`src/rtl/fetch.sv`:
```
// Instruction-fetch stage of the pipelined Beta core: owns the fetch PC, runs the
// single-outstanding imem handshake, and resolves next-PC from decode and exceptions.
module fetch #(
  parameter logic [31:0] RESET_VEC = 32'h8000_0000,
  parameter logic [31:0] EXC_VEC   = 32'h8000_0008,
  parameter logic [31:0] NOP_INST  = 32'h83FF_F800
) (
  input  logic        clk,
  input  logic        rst,
  output logic [31:0] imem_addr,
  output logic        imem_req,
  input  logic [31:0] imem_rdata,
  input  logic        imem_valid,
  input  logic        stall,
  input  logic        exc_req,
  input  logic        op_jmp,
  input  logic        op_beq,
  input  logic        op_bne,
  input  logic        zr,
  input  logic [31:0] j_addr,
  input  logic [31:0] br_addr,
  output logic [31:0] pc,
  output logic [31:0] ir
);

  typedef enum logic [1:0] {
    FETCH = 2'd0,
    HOLD  = 2'd1,
    DRAIN = 2'd2
  } state_t;

  state_t      state_q, state_d;
  logic [31:0] fetch_pc_q, fetch_pc_d;
  logic [31:0] hold_ir_q, hold_ir_d;
  logic [31:0] hold_pc_q, hold_pc_d;
  logic [31:0] redir_pc_q, redir_pc_d;

  logic [31:0] seq_pc_s;
  logic [31:0] target_s;
  logic        taken_s;
  logic        redirect_s;
  logic        req_s;
  logic        valid_s;
  logic        unused_s;

  assign unused_s  = ^{j_addr[1:0], br_addr[1:0]};
  assign imem_addr = fetch_pc_q;
  assign imem_req  = req_s;

  always_comb begin
    // Sequential increment keeps the supervisor bit untouched.
    seq_pc_s   = {fetch_pc_q[31], fetch_pc_q[30:0] + 31'd4};
    taken_s    = op_jmp | (op_beq & zr) | (op_bne & ~zr);
    redirect_s = ~stall & (exc_req | taken_s);
    if (exc_req) begin
      target_s = EXC_VEC;
    end else if (op_jmp) begin
      target_s = {fetch_pc_q[31] & j_addr[31], j_addr[30:2], 2'b00};
    end else begin
      target_s = {fetch_pc_q[31], br_addr[30:2], 2'b00};
    end
    req_s   = ~rst & (state_q != HOLD);
    valid_s = imem_valid & req_s;

    state_d    = state_q;
    fetch_pc_d = fetch_pc_q;
    hold_ir_d  = hold_ir_q;
    hold_pc_d  = hold_pc_q;
    redir_pc_d = redir_pc_q;
    ir         = NOP_INST;
    pc         = seq_pc_s;

    case (state_q)
      FETCH: begin
        if (valid_s) begin
          if (stall) begin
            hold_ir_d = imem_rdata;
            hold_pc_d = seq_pc_s;
            state_d   = HOLD;
          end else if (redirect_s) begin
            fetch_pc_d = target_s;
          end else begin
            ir         = imem_rdata;
            fetch_pc_d = seq_pc_s;
          end
        end else if (redirect_s) begin
          redir_pc_d = target_s;
          state_d    = DRAIN;
        end else begin
          state_d = FETCH;
        end
      end
      HOLD: begin
        if (stall) begin
          state_d = HOLD;
        end else if (redirect_s) begin
          fetch_pc_d = target_s;
          state_d    = FETCH;
        end else begin
          ir         = hold_ir_q;
          pc         = hold_pc_q;
          fetch_pc_d = seq_pc_s;
          state_d    = FETCH;
        end
      end
      DRAIN: begin
        // The response still owed for the old address is thrown away.
        if (valid_s) begin
          fetch_pc_d = redirect_s ? target_s : redir_pc_q;
          state_d    = FETCH;
        end else if (redirect_s) begin
          redir_pc_d = target_s;
        end else begin
          state_d = DRAIN;
        end
      end
      default: begin
        state_d = FETCH;
      end
    endcase
  end

  // State and PC registers.
  always_ff @(posedge clk or posedge rst) begin
    if (rst) begin
      state_q    <= FETCH;
      fetch_pc_q <= RESET_VEC;
      hold_ir_q  <= 32'h0000_0000;
      hold_pc_q  <= 32'h0000_0000;
      redir_pc_q <= 32'h0000_0000;
    end else begin
      state_q    <= state_d;
      fetch_pc_q <= fetch_pc_d;
      hold_ir_q  <= hold_ir_d;
      hold_pc_q  <= hold_pc_d;
      redir_pc_q <= redir_pc_d;
    end
  end

endmodule

```
`config.mk`:
```
export PLATFORM = sky130hd
export DESIGN_NAME = fetch
export DESIGN_NICKNAME = d
export VERILOG_FILES = /design/src/rtl/fetch.sv
export SDC_FILE = /design/constraint.sdc
export NUM_CORES = 1
export LEC_CHECK = 0
export BUFFER_PORTS_ARGS = -buffer_cell sky130_fd_sc_hd__buf_2
export CELL_PAD_IN_SITES_DETAIL_PLACEMENT = 1
export CELL_PAD_IN_SITES_GLOBAL_PLACEMENT = 1
export CORE_MARGIN = 3
export CORE_UTILIZATION = 29
export CTS_BUF_LIST = sky130_fd_sc_hd__clkbuf_4 sky130_fd_sc_hd__clkbuf_8 sky130_fd_sc_hd__clkbuf_16
export CTS_CLUSTER_SIZE = 30
export DETAILED_ROUTE_END_ITERATION = 10
export GPL_ROUTABILITY_DRIVEN = 1
export PLACE_DENSITY = 0.66
export RECOVER_POWER = 25
export SETUP_SLACK_MARGIN = 0.2
export SLEW_MARGIN = 40
export SYNTH_ARGS = -nofsm -noshare
export SYNTH_HDL_FRONTEND = slang
export SYNTH_SLANG_ARGS = --single-unit
```
`constraint.sdc`:
```
create_clock -name clk -period 10.48 [get_ports clk]
set_input_delay 1.572 -clock clk [delete_from_list [all_inputs] [get_ports clk]]
set_output_delay 1.572 -clock clk [all_outputs]
set_load 0.005 [all_outputs]
```
Word-level counts from Yosys, hierarchy flattened
Cells that the tools add are included.
Widths: inputs -> output; s select.
{ "word_totals": {"register_bits": 130, "inputBits": 105, "output_inout_bits": 97, "elab_cells": 57} }
{ "classes": {"n_addsub": 1, "n_eq_ne": 7, "n_mux": 24, "n_bitwise": 13, "reduce_logical": 7} }
{ "op_table": {"columns": ["op", "n"], "rows": [
  ["$mux 32", 15],
  ["$pmux 32 s3", 1],
  ["$pmux 32 s2", 1],
  ["$add 31x3->31 const B", 1],
  ["$mux 2", 5],
  ["$and 1x1->1", 6],
  ["$ne 3x3->1 const B", 2],
  ["$pmux 2 s3", 1],
  ["$reduce_and 3->1", 2],
  ["$ne 2x2->1 const B", 2],
  ["$not 1->1", 4],
  ["$reduce_and 2->1", 2],
  ["$or 1x1->1", 3],
  ["$reduce_bool 3->1", 1],
  ["$eq 2x1->1 const B", 1],
  ["$eq 2x2->1 const B", 1],
  ["$logic_not 2->1", 1],
  ["$ne 2x1->1 const B", 1],
  ["$reduce_or 2->1", 1],
  ["$mux 1", 1]
]} }

Logic depth before layout (Yosys ltp)
Gate-level depths: netlist (run 1).
{ "logic_depth": {"word_depth": 9, "mapped_depth": 9, "depth_no_buf": 6} }

Worst setup path before layout (run 1)
No wires, ideal clock.
{ "synth_path": {"kind": "input to output", "from": "in rst", "to": "out imem_req", "arrival_ns": 4.647, "required_time_ns": 8.908, "setup_slack_ns": 4.261, "cell_stages": 2, "path_buffers": 0, "cell_sequence": "inv_1 and2_1"} }
{ "synth_via": {"elab_chain_cells": 2} }
{ "synth_rtl": {"columns": ["element", "line_no", "text"], "rows": [
  ["from (decl)", "9", "input logic rst,"],
  ["$not 1->1", "62", "req_s = ~rst & (state_q != HOLD);"],
  ["$and 1x1->1", "62", null],
  ["to (decl)", "11", "output logic imem_req,"]
]} }
No other way between the ends.

Worst setup path in the final report (run 1)
{ "layout_path": {"from": "in op_jmp", "to": "out pc[1]"} }
{ "layout_via": {"elab_chain_cells": 7} }
{ "layout_rtl": {"columns": ["element", "line_no", "text"], "rows": [
  ["from (decl)", "16", "input logic op_jmp,"],
  ["$or 1x1->1 (2 in series)", "53", "taken_s = op_jmp | (op_beq & zr) | (op_bne & ~zr);"],
  ["$or 1x1->1", "54", "redirect_s = ~stall & (exc_req | taken_s);"],
  ["$and 1x1->1", "54", null],
  ["$mux 32", "96", "end else if (redirect_s) begin"],
  ["$mux 32", "94", "if (stall) begin"],
  ["$mux 32", "73", "case (state_q)"],
  ["to (decl)", "22", "output logic [31:0] pc,"]
]} }
No other way between the ends.

==> flow_summary.ini, run 1 <==
[run_status]
status = complete, but fails checks
violations = max-capacitance violations, max-slew violations

[yosys]
postSynthCellCount = 802
ys_ff_latch = 130
synth_top_cell_by_area = dfrtp_1
synthFlopType = dfrtp_1
yosysTopAreaCellShare_pct = 43.3
synth_fp_nets = 908
synth.most_common_cell = dfrtp_1
synth-async-reset-ratio_pct = 100
synth_edf_count = 0
synth_area_leaders = dfrtp_1 (43%), mux2_2 (9.1%), nand2_1 (4.6%)
ys_seq_area_share_pct = 43.6
synth_common_cells = dfrtp_1 (129), nand2_1 (92), nor2_1 (77), mux2_2 (60), o21ai_0 (53)
postSynthAreaPerCell_um2 = 9.30
synthDistinctLibCells = 59
yosysWarnings = 0
netlist_area_um2 = 7460

[floorplanning]
dieArea_um2 = 27700
io_pins = 202
rows = 58
die_y_um = 166
die_w_um = 166
initial_core_util_pct = 29.5
core_area_um2 = 25300

[route]
wirelength_um = 23800
drc = 0
ant_nets = 0
via_count = 6564
drt_iter0_drc = 388
wl_per_cell_um = 18.2
firstDrtPassIters = 4
via_per_inst = 5.04

[setup_path]
worstPathCellList = buf_2, buf_4, or2_1, nor2_1, nand2_2, buf_4, mux2_2, buf_2
max_stage_delay_ns = 0.48
cpLargestDelayFamily = buffers and inverters
startpoint_type = primary input
critPathRequiredTime_ns = 8.91
cp_slowest_cell = buf_4
cp-end-kind = output pin
worstPathArrival_ns = 3.63
criticalPathCategory = in -> out
path_buf_inv = 4
path_max_fanout = 60

[grt]
grt_pass1_vias = 6812
globalRouteOverflowTotal = 0
grt_pass1_wl_um = 38500
grt_usage_pct = 17.2
antenna_found_initial = 1
grt_start_max_net_pins = 93

[timing]
relSlewSlack_pct = -97.4
fin_crit_sh_pct = 49.7
tns_ns = 0
finalHoldViolCount = 0
fin_crit_ns = 5.21
slew_viol_final = 52
clock_skew_ns = 0.0150
fmax_ghz = 0.192
holdWs_ns = 0.479
rsz0062_at_grt = no
worst_pin_slew_ns = 2.96
setup_viol = 0

[placed_design]
hpwl_um = 16400
routabilityCongestion = 0.809
portBuffers = 196
placedCellCount = 1271

[finish]
regArea_um2 = 3250
nFillCells = 2975
fin_util_pct = 36.8
nNetsFinal = 1066
areaGrowthSynthToFinish_pct = 24.5
instances_no_fill = 1303
drive_gt1_share_pct = 33.0
num_antenna_cells = 0
multi_input_area_um2 = 3910

[clock_tree]
cts_tree = built
postCtsHoldBufs = 0
numCtsBuffers = 17
cts_root_buf = clkbuf_16
cts_setup_buffers = 0
cts.sinks = 130
cts.repair.resized = 0
clockBufferDepth = 2
cts_max_level = 4
insertion_delay_ns = 0.42
clk_pin_slew_ns = 0.06

[power_and_ir_drop]
p_leak_nw = 4.23
power_density_nw_per_um2 = 198
ir_worst_vdd_uv = 80.7

[job]
drv_cap = 1

[worst_hold_path]
min_path_type = reg -> reg
==> cell usage in the layout, fill, tap and decap left out, drive strengths merged, types with 4 or more instances in the layout <==
| cell type | netlist | final |
|---|---|---|
| buf | 35 | 202 |
| dfrtp | 129 | 129 |
| nand2 | 93 | 93 |
| nor2 | 81 | 81 |
| mux2 | 60 | 60 |
| o21ai | 59 | 59 |
| a21oi | 46 | 46 |
| mux2i | 33 | 33 |
| o22ai | 28 | 28 |
| clkbuf | 30 | 24 |
| xnor2 | 20 | 20 |
| nand3 | 19 | 19 |
| a22oi | 16 | 16 |
| inv | 14 | 16 |
| o2bb2ai | 11 | 11 |
| nor3 | 11 | 11 |
| and2 | 11 | 11 |
| nand2b | 10 | 10 |
| nand4 | 10 | 10 |
| a22o | 9 | 9 |
| xor2 | 7 | 7 |
| o31ai | 7 | 7 |
| a31oi | 6 | 6 |
| and3 | 6 | 6 |
| nor4 | 6 | 6 |
| a221oi | 5 | 5 |
| or2 | 5 | 5 |
| or3 | 4 | 4 |
| o31a | 4 | 4 |
==> logic make-up (layout without fill, tap and decap cells) <==
family	after synthesis	in the layout	synth area share [%]
AND/OR/NAND/NOR	262	262	17.2
XOR/XNOR	27	27	3.17
multiplexers	93	93	13.5
adder cells (fa/ha/maj)	1	1	0.168
flip-flops	130	130	43.6
AO/OA/AOI/OAI	210	210	17.7
buffers and inverters	79	250	4.61
==> per-stage QoR <==
step / worst slack, ns / power (W) / cell area, µm²
4_1_cts: 5.22 / 0.00186 / 9280
3_3_place_gp: 5.21 / 0.00121 / 8650
5_1_grt: 5.08 / 0.00195 / 9280
3_5_place_dp: 5.24 / 0.00123 / 8670
2_1_floorplan: 4.26 / 0.00102 / 7460
6_report: 5.27 / 0.00183 / 9280
==> routing by layer <==
metal | GRT usage (%) | up-vias | part of all wire, %
met5 | 0 | - | 0.055
met4 | 2.91 | 2 | 0.56
met3 | 4.67 | 13 | 5.0
met2 | 27.1 | 150 | 45
met1 | 24.2 | 3217 | 49
li1 | - | 3182 | -
==> final timing paths <==
kind	startpoint	end	slack, ns	cells past startpoint
max	op_jmp	pc[1]	5.27	8
min	hold_pc_q[26]	hold_pc_q[26]	0.48	2
max reg2reg	imem_addr[2]	imem_addr[30]	8.02	6
min reg2reg	hold_pc_q[26]	hold_pc_q[26]	0.48	2
max in group asynchronous	rst	hold_pc_q[15]	5.97	3
min in group asynchronous	rst	hold_ir_q[11]	1.31	2
==> final cells by class <==
class	count	share of cell area, %
Timing Repair Buffer	204	11.2
Inverter	14	0.647
Sequential cell	130	35.1
Tap cell	330	4.45
Clock buffer	22	5.26
Multi-Input combinational cell	593	42.1
Clock inverter	10	1.32
==> registers in the layout, indices dropped and copies added (netlist names) <==
register,count
state_q,2
redir_pc_q,32
hold_pc_q,32
imem_addr,32
hold_ir_q,32
==> power breakdown <==
group	internal [W]	switching, W	leakage [nW]
logic	0.000214	0.000237	2.29
registers	0.000635	0.000125	1.65
clock network	0.000380	0.000242	0.293
total	0.00123	0.000605	4.23
==> tightest hold or removal path, stage by stage (launching register included) <==
cell     delay (ns)
dfrtp_1        0.34
nand2_1        0.04
o21ai_0        0.06
No activity file was read; power rests on OpenSTA's default activity.
==> run 2, diff against run 1 <==
- PLACE_DENSITY: 0.66 -> 0.68
- clock period: 10.48 -> 4.55 ns (I/O delays scaled with it)
==> flow_summary.ini, run 2 (synthesis gave the netlist of run 1 again) <==
[clock_tree]
insertion_delay_ns = 0.42
cts_setup_buffers = 0
cts_max_level = 4
clockBufferDepth = 2
cts_tree = built
cts.repair.resized = 0
numCtsBuffers = 17
cts.sinks = 130
clk_pin_slew_ns = 0.05
cts_root_buf = clkbuf_16
postCtsHoldBufs = 0

[setup_path]
rr_endpoint = hold_pc_q[22]
path_buf_inv = 2
path_depth = 6
critPathRequiredTime_ns = 3.87
criticalPathCategory = reg -> out
cp-end-kind = output pin
reg2regPathDepth = 6
cp_slowest_cell = nor2_2
worstPathCellList = nand2b_1, nor2_2, nand2_2, buf_4, a21oi_1, buf_2
setup.worst_path.end = pc[6]
r2r_slack_ns = 2.10
worstPathArrival_ns = 2.97
cpLargestDelayFamily = simple AND/OR/NAND/NOR gates
r2r-start = imem_addr[2]
crit_start = state_q[0]
path_max_fanout = 28
startpoint_type = flip-flop
max_stage_delay_ns = 0.65

[timing]
fmax_ghz = 0.274
setup_viol = 0
clock_skew_ns = 0.0107
fin_crit_sh_pct = 80.2
slew_viol_final = 62
rsz0062_at_grt = no
worst_pin_slew_ns = 1.59
tns_ns = 0
finalHoldViolCount = 0
relSlewSlack_pct = -5.87
fin_crit_ns = 3.65

[grt]
grtUsageMet1_pct = 24.9
antenna_found_initial = 1
globalRouteOverflowTotal = 0
grt_start_max_net_pins = 93
grt_pass1_wl_um = 39400
use_met2_pct = 26.7
grt_usage_pct = 17.5
grt_use_met3_pct = 4.81
grt.busiest_layer = met2
grt_pass1_vias = 6966

[floorplanning]
core_area_um2 = 25300
io_pins = 202
dieArea_um2 = 27700
die_w_um = 166
initial_core_util_pct = 29.5
rows = 58
die_y_um = 166

[power_and_ir_drop]
swShare_pct = 33.5
clockPowerShare_pct = 31.3
p_leak_nw = 4.23
power_frac_comb_pct = 25.7
seqPwrFrac_pct = 43.1
ir_worst_vdd_uv = 182
internal-power_w = 0.00270
power_density_nw_per_um2 = 441
switchingPower_w = 0.00136

[route]
ant_nets = 0
wirelength_um = 24100
firstDrtPassIters = 4
wl_per_cell_um = 18.5
via_count = 6622
via_per_inst = 5.07
drt_iter0_drc = 365
drc = 0

[finish]
final_cell_mix = buf_2 (195), dfrtp_1 (129), nand2_1 (89), nor2_1 (77), mux2_2 (60)
areaGrowthSynthToFinish_pct = 23.7
nNetsFinal = 1069
nFillCells = 3037
drive_gt1_share_pct = 33.2
layout_commonest_cell = buf_2
finalInstanceArea_um2 = 9230
num_antenna_cells = 0

[placed_design]
hpwl_um = 16900
routabilityCongestion = 0.799
portBuffers = 196
placed_area_um2 = 8690

[job]
drv_cap = 1

[run_status]
violations = max-capacitance violations, max-slew violations
status = complete, but fails checks

[worst_hold_path]
min_path_type = reg -> reg
==> run 2: changes by cell type in the layout (fill, tap and decap cells not counted), moves of 2 or more <==
cell,before,now
clkinvlp_4,3,1
inv_6,2,0
buf_4,7,10
clkbuf_8,4,2
clkinv_2,1,5
clkbuf_4,1,4
bufinv_16,2,0
==> run 2: worst min path at each step <==
stage | from | to | slack [ns] | cells past startpoint
6_report | redir_pc_q[20] | redir_pc_q[20] | 0.47 | 2
5_1_grt | redir_pc_q[20] | redir_pc_q[20] | 0.49 | 2
3_3_place_gp | redir_pc_q[20] | redir_pc_q[20] | 0.45 | 2
4_1_cts | rst | redir_pc_q[14] | 0.37 | 2
3_5_place_dp | redir_pc_q[20] | redir_pc_q[20] | 0.46 | 2
2_1_floorplan | redir_pc_q[20] | redir_pc_q[20] | 0.44 | 2
==> run 2: power by group through the flow <==
| stage | clock network [W] | logic, W | registers, W |
|---|---|---|---|
| final | 0.00127 | 0.00104 | 0.00175 |
| after global routing | 0.00136 | 0.00118 | 0.00180 |
| after CTS | 0.00132 | 0.00107 | 0.00175 |
| after detailed placement | 0 | 0.00106 | 0.00177 |
| after global placement | 0 | 0.00103 | 0.00175 |
| after floorplan | 0 | 0.000679 | 0.00168 |
==> run 2: cell type report <==
cell class              instances  area [µm²]  area share, %
repair buffers                207        1060           11.5
flip-flops and latches        130        3250           35.3
well taps                     330         413           4.48
multi-input cells             593        3900           42.3
inverters                      14        53.8          0.583
clock buffers                  23         483           5.24
clock inverters                 9        58.8          0.637
==> run 2: metal layers <==
metal / routed length, µm / up-vias
met3: 1460 / 19
met5: 7 / -
met2: 10700 / 186
met4: 302 / 2
li1: - / 3180
met1: 11600 / 3235
==> run 2: worst register-to-register path, delay by kind of cell, from the launching register on <==
| kind | cells | cell delay [ns] |
|---|---|---|
| AOI/OAI and AO/OA | 1 | 0.11 |
| xor gates and xnor gates | 1 | 0.30 |
| adders and majority gates | 1 | 0.29 |
| DFF | 1 | 0.60 |
| and+or+nand+nor | 3 | 1.00 |
==> run 2: per-stage QoR <==
stage	utilization, %	std cells	setup slack, ns	hold WS, ns	power [W]
2_1_floorplan	-	802	0.894	0.442	0.00236
3_3_place_gp	34.4	1274	1.23	0.455	0.00278
3_5_place_dp	34.4	1274	1.23	0.463	0.00283
4_1_cts	36.6	1306	0.851	0.369	0.00413
5_1_grt	36.5	1306	0.631	0.490	0.00435
6_report	36.5	1306	0.902	0.471	0.00406
==> run 3, diff against run 2 <==
- ABC_AREA: default -> 1
- PLACE_DENSITY: 0.68 -> 0.72
- clock period: 4.55 -> 3.13 ns (I/O delays scaled with it)
==> flow_summary.ini, run 3 <==
[timing]
relSlewSlack_pct = 1.11
rsz0062_at_grt = yes
worst_pin_slew_ns = 1.48
fmax_ghz = 0.362
clock_skew_ns = 0.0111
fin_crit_ns = 2.76
fin_ws_ns = 0.371
fin_crit_sh_pct = 88.2
slew_viol_final = 0
setup_viol = 0
finalHoldViolCount = 0

[grt]
antenna_found_initial = 2
grt_pass1_vias = 7957
grt_usage_pct = 19.5
globalRouteOverflowTotal = 0
grt_start_max_net_pins = 76
grt_pass1_wl_um = 43900

[setup_path]
max_stage_delay_ns = 0.42
startpoint_type = flip-flop
crit_start = imem_addr[2]
cp-end-kind = output pin
worstPathCellList = ha_2, nand2_1, nor2_1, nand2_2, nor2_4, nand3b_1, nand2_1, inv_1, o21ai_0, buf_2
r2r-start = state_q[1]
cp_common_cell = nand2_1
worstPathArrival_ns = 2.29
criticalPathCategory = reg -> out
cp_slowest_cell = dfrtp_1
path_max_fanout = 6
critPathRequiredTime_ns = 2.66

[yosys]
ys_ff_latch = 130
synth_area_leaders = dfrtp_1 (43%), nand2_1 (20%), nor2_1 (9.1%)
synthFlopType = dfrtp_1
yosysTopAreaCellShare_pct = 42.6
yosysWarnings = 0
synth-async-reset-ratio_pct = 100
synthDistinctLibCells = 31
postSynthCellCount = 1131
postSynthAreaPerCell_um2 = 6.70
synth.most_common_cell = nand2_1
netlist_area_um2 = 7580
synth_common_cells = nand2_1 (408), nor2_1 (184), dfrtp_1 (129), o21ai_0 (116), inv_1 (83)
synth_edf_count = 0
synth_top_cell_by_area = dfrtp_1
synth_fp_nets = 1237
ys_seq_area_share_pct = 43.0

[placed_design]
pre_cts_slack_ns = 0.615
portBuffers = 196
placed_area_um2 = 8870
routabilityCongestion = 0.825
placedCellCount = 1618
hpwl_um = 20200

[route]
drc = 0
wirelength_um = 27400
drt_iter0_drc = 433
via_per_inst = 4.78
ant_nets = 0
firstDrtPassIters = 6
via_count = 7886
wl_per_cell_um = 16.6

[worst_hold_path]
hold_start = imem_rdata[5]
min_path_type = in -> reg

[floorplanning]
die_w_um = 168
rows = 58
io_pins = 202
core_area_um2 = 25400
die_y_um = 168
initial_core_util_pct = 29.8
dieArea_um2 = 28100

[power_and_ir_drop]
p_leak_nw = 4.69
p_total_w = 0.00643
power_density_nw_per_um2 = 682
ir_worst_vdd_uv = 265

[clock_tree]
insertion_delay_ns = 0.43
postCtsHoldBufs = 0
cts_root_buf = clkbuf_16
numCtsBuffers = 17
clk_pin_slew_ns = 0.06
cts_max_level = 4
clockBufferDepth = 2
cts.sinks = 130
cts_tree = built

[finish]
instances_no_fill = 1649
final_cell_mix = nand2_1 (407), buf_2 (187), nor2_1 (178), dfrtp_1 (129)
nNetsFinal = 1415
num_antenna_cells = 0
finalInstanceArea_um2 = 9430
layout_commonest_cell = nand2_1
nFillCells = 3356
drive_gt1_share_pct = 20.5
areaGrowthSynthToFinish_pct = 24.4

[run_status]
status = finished, final reports clean

[job]
drv_cap = 0
run 3: cell types whose count changed after synthesis, sizes merged, moves of 17 or more:
cell	delta
inv	+76
xnor2	-17
nand2	+318
o21ai	+62
nor2	+114
mux2i	-33
nand3	+32
mux2	-60
run 3: cells by family (layout without fill, tap and decap cells):
group                      Yosys count  after routing  synth area share [%]
DFF                                130            130                  43.0
buffers and inverters              146            334                  8.13
AOI/OAI and AO/OA                  179            179                  12.3
and+or+nand+nor                    664            664                  35.2
adders and majority gates            1              1                 0.165
xor gates and xnor gates            11             11                  1.27
run 3: what timing repair did:
item,4_1_cts,5_1_grt
pin swaps,0,2
setup endpoints to repair,6,27
buffers inserted,0,2
resized for setup,1,10
run 3: metrics by stage:
step / hold slack [ns] / setup TNS [ns] / util [%]
detailed placement: 0.463 / 0 / 34.9
global placement: 0.453 / 0 / 34.9
CTS: 0.251 / 0 / 37.0
floorplan: 0.437 / -58.42 / -
global route: 0.263 / 0 / 37.1
finish: 0.263 / 0 / 37.1
run 3: cell type report:
class	count	area, µm²	share of cell area (%)
multi-input combinational	855	3760	39.9
sequential	130	3250	34.5
timing repair buffer	214	1120	11.9
clock buffer	20	467	4.95
tap	330	413	4.38
inverter	91	350	3.72
clock inverter	9	61.3	0.650
run 3: power by group:
part           switching [W]  internal [W]
Clock               0.000784       0.00106
Sequential          0.000392       0.00217
Combinational        0.00127      0.000755
Total                0.00245       0.00398
run 3: per-layer routing:
metal	vias to the layer above	track usage, %	wire length, µm	share of wire (%)
met5	-	0	24	0.087
li1	3899	-	-	-
met2	209	30.7	12400	45
met4	4	4.09	199	0.73
met3	18	4.27	1610	5.9
met1	3756	27.6	13200	48
run 3: critical path: cells and delay by family (launching register included):
kind	cells	cell delay, ns
simple gates	6	0.87
flops	1	0.42
fa+ha+maj	1	0.23
buf+inv	2	0.21
compound gates	1	0.14
run 3: path summary, 6_finish.rpt:
kind,endpoint,slack (ns),cells past startpoint
min in group asynchronous,hold_ir_q[17],0.60,3
hold reg to reg,hold_ir_q[9],0.47,2
setup / recovery,pc[22],0.37,10
hold / removal,hold_ir_q[5],0.26,3
max in group asynchronous,hold_pc_q[20],0.63,4
setup reg to reg,redir_pc_q[22],0.96,8
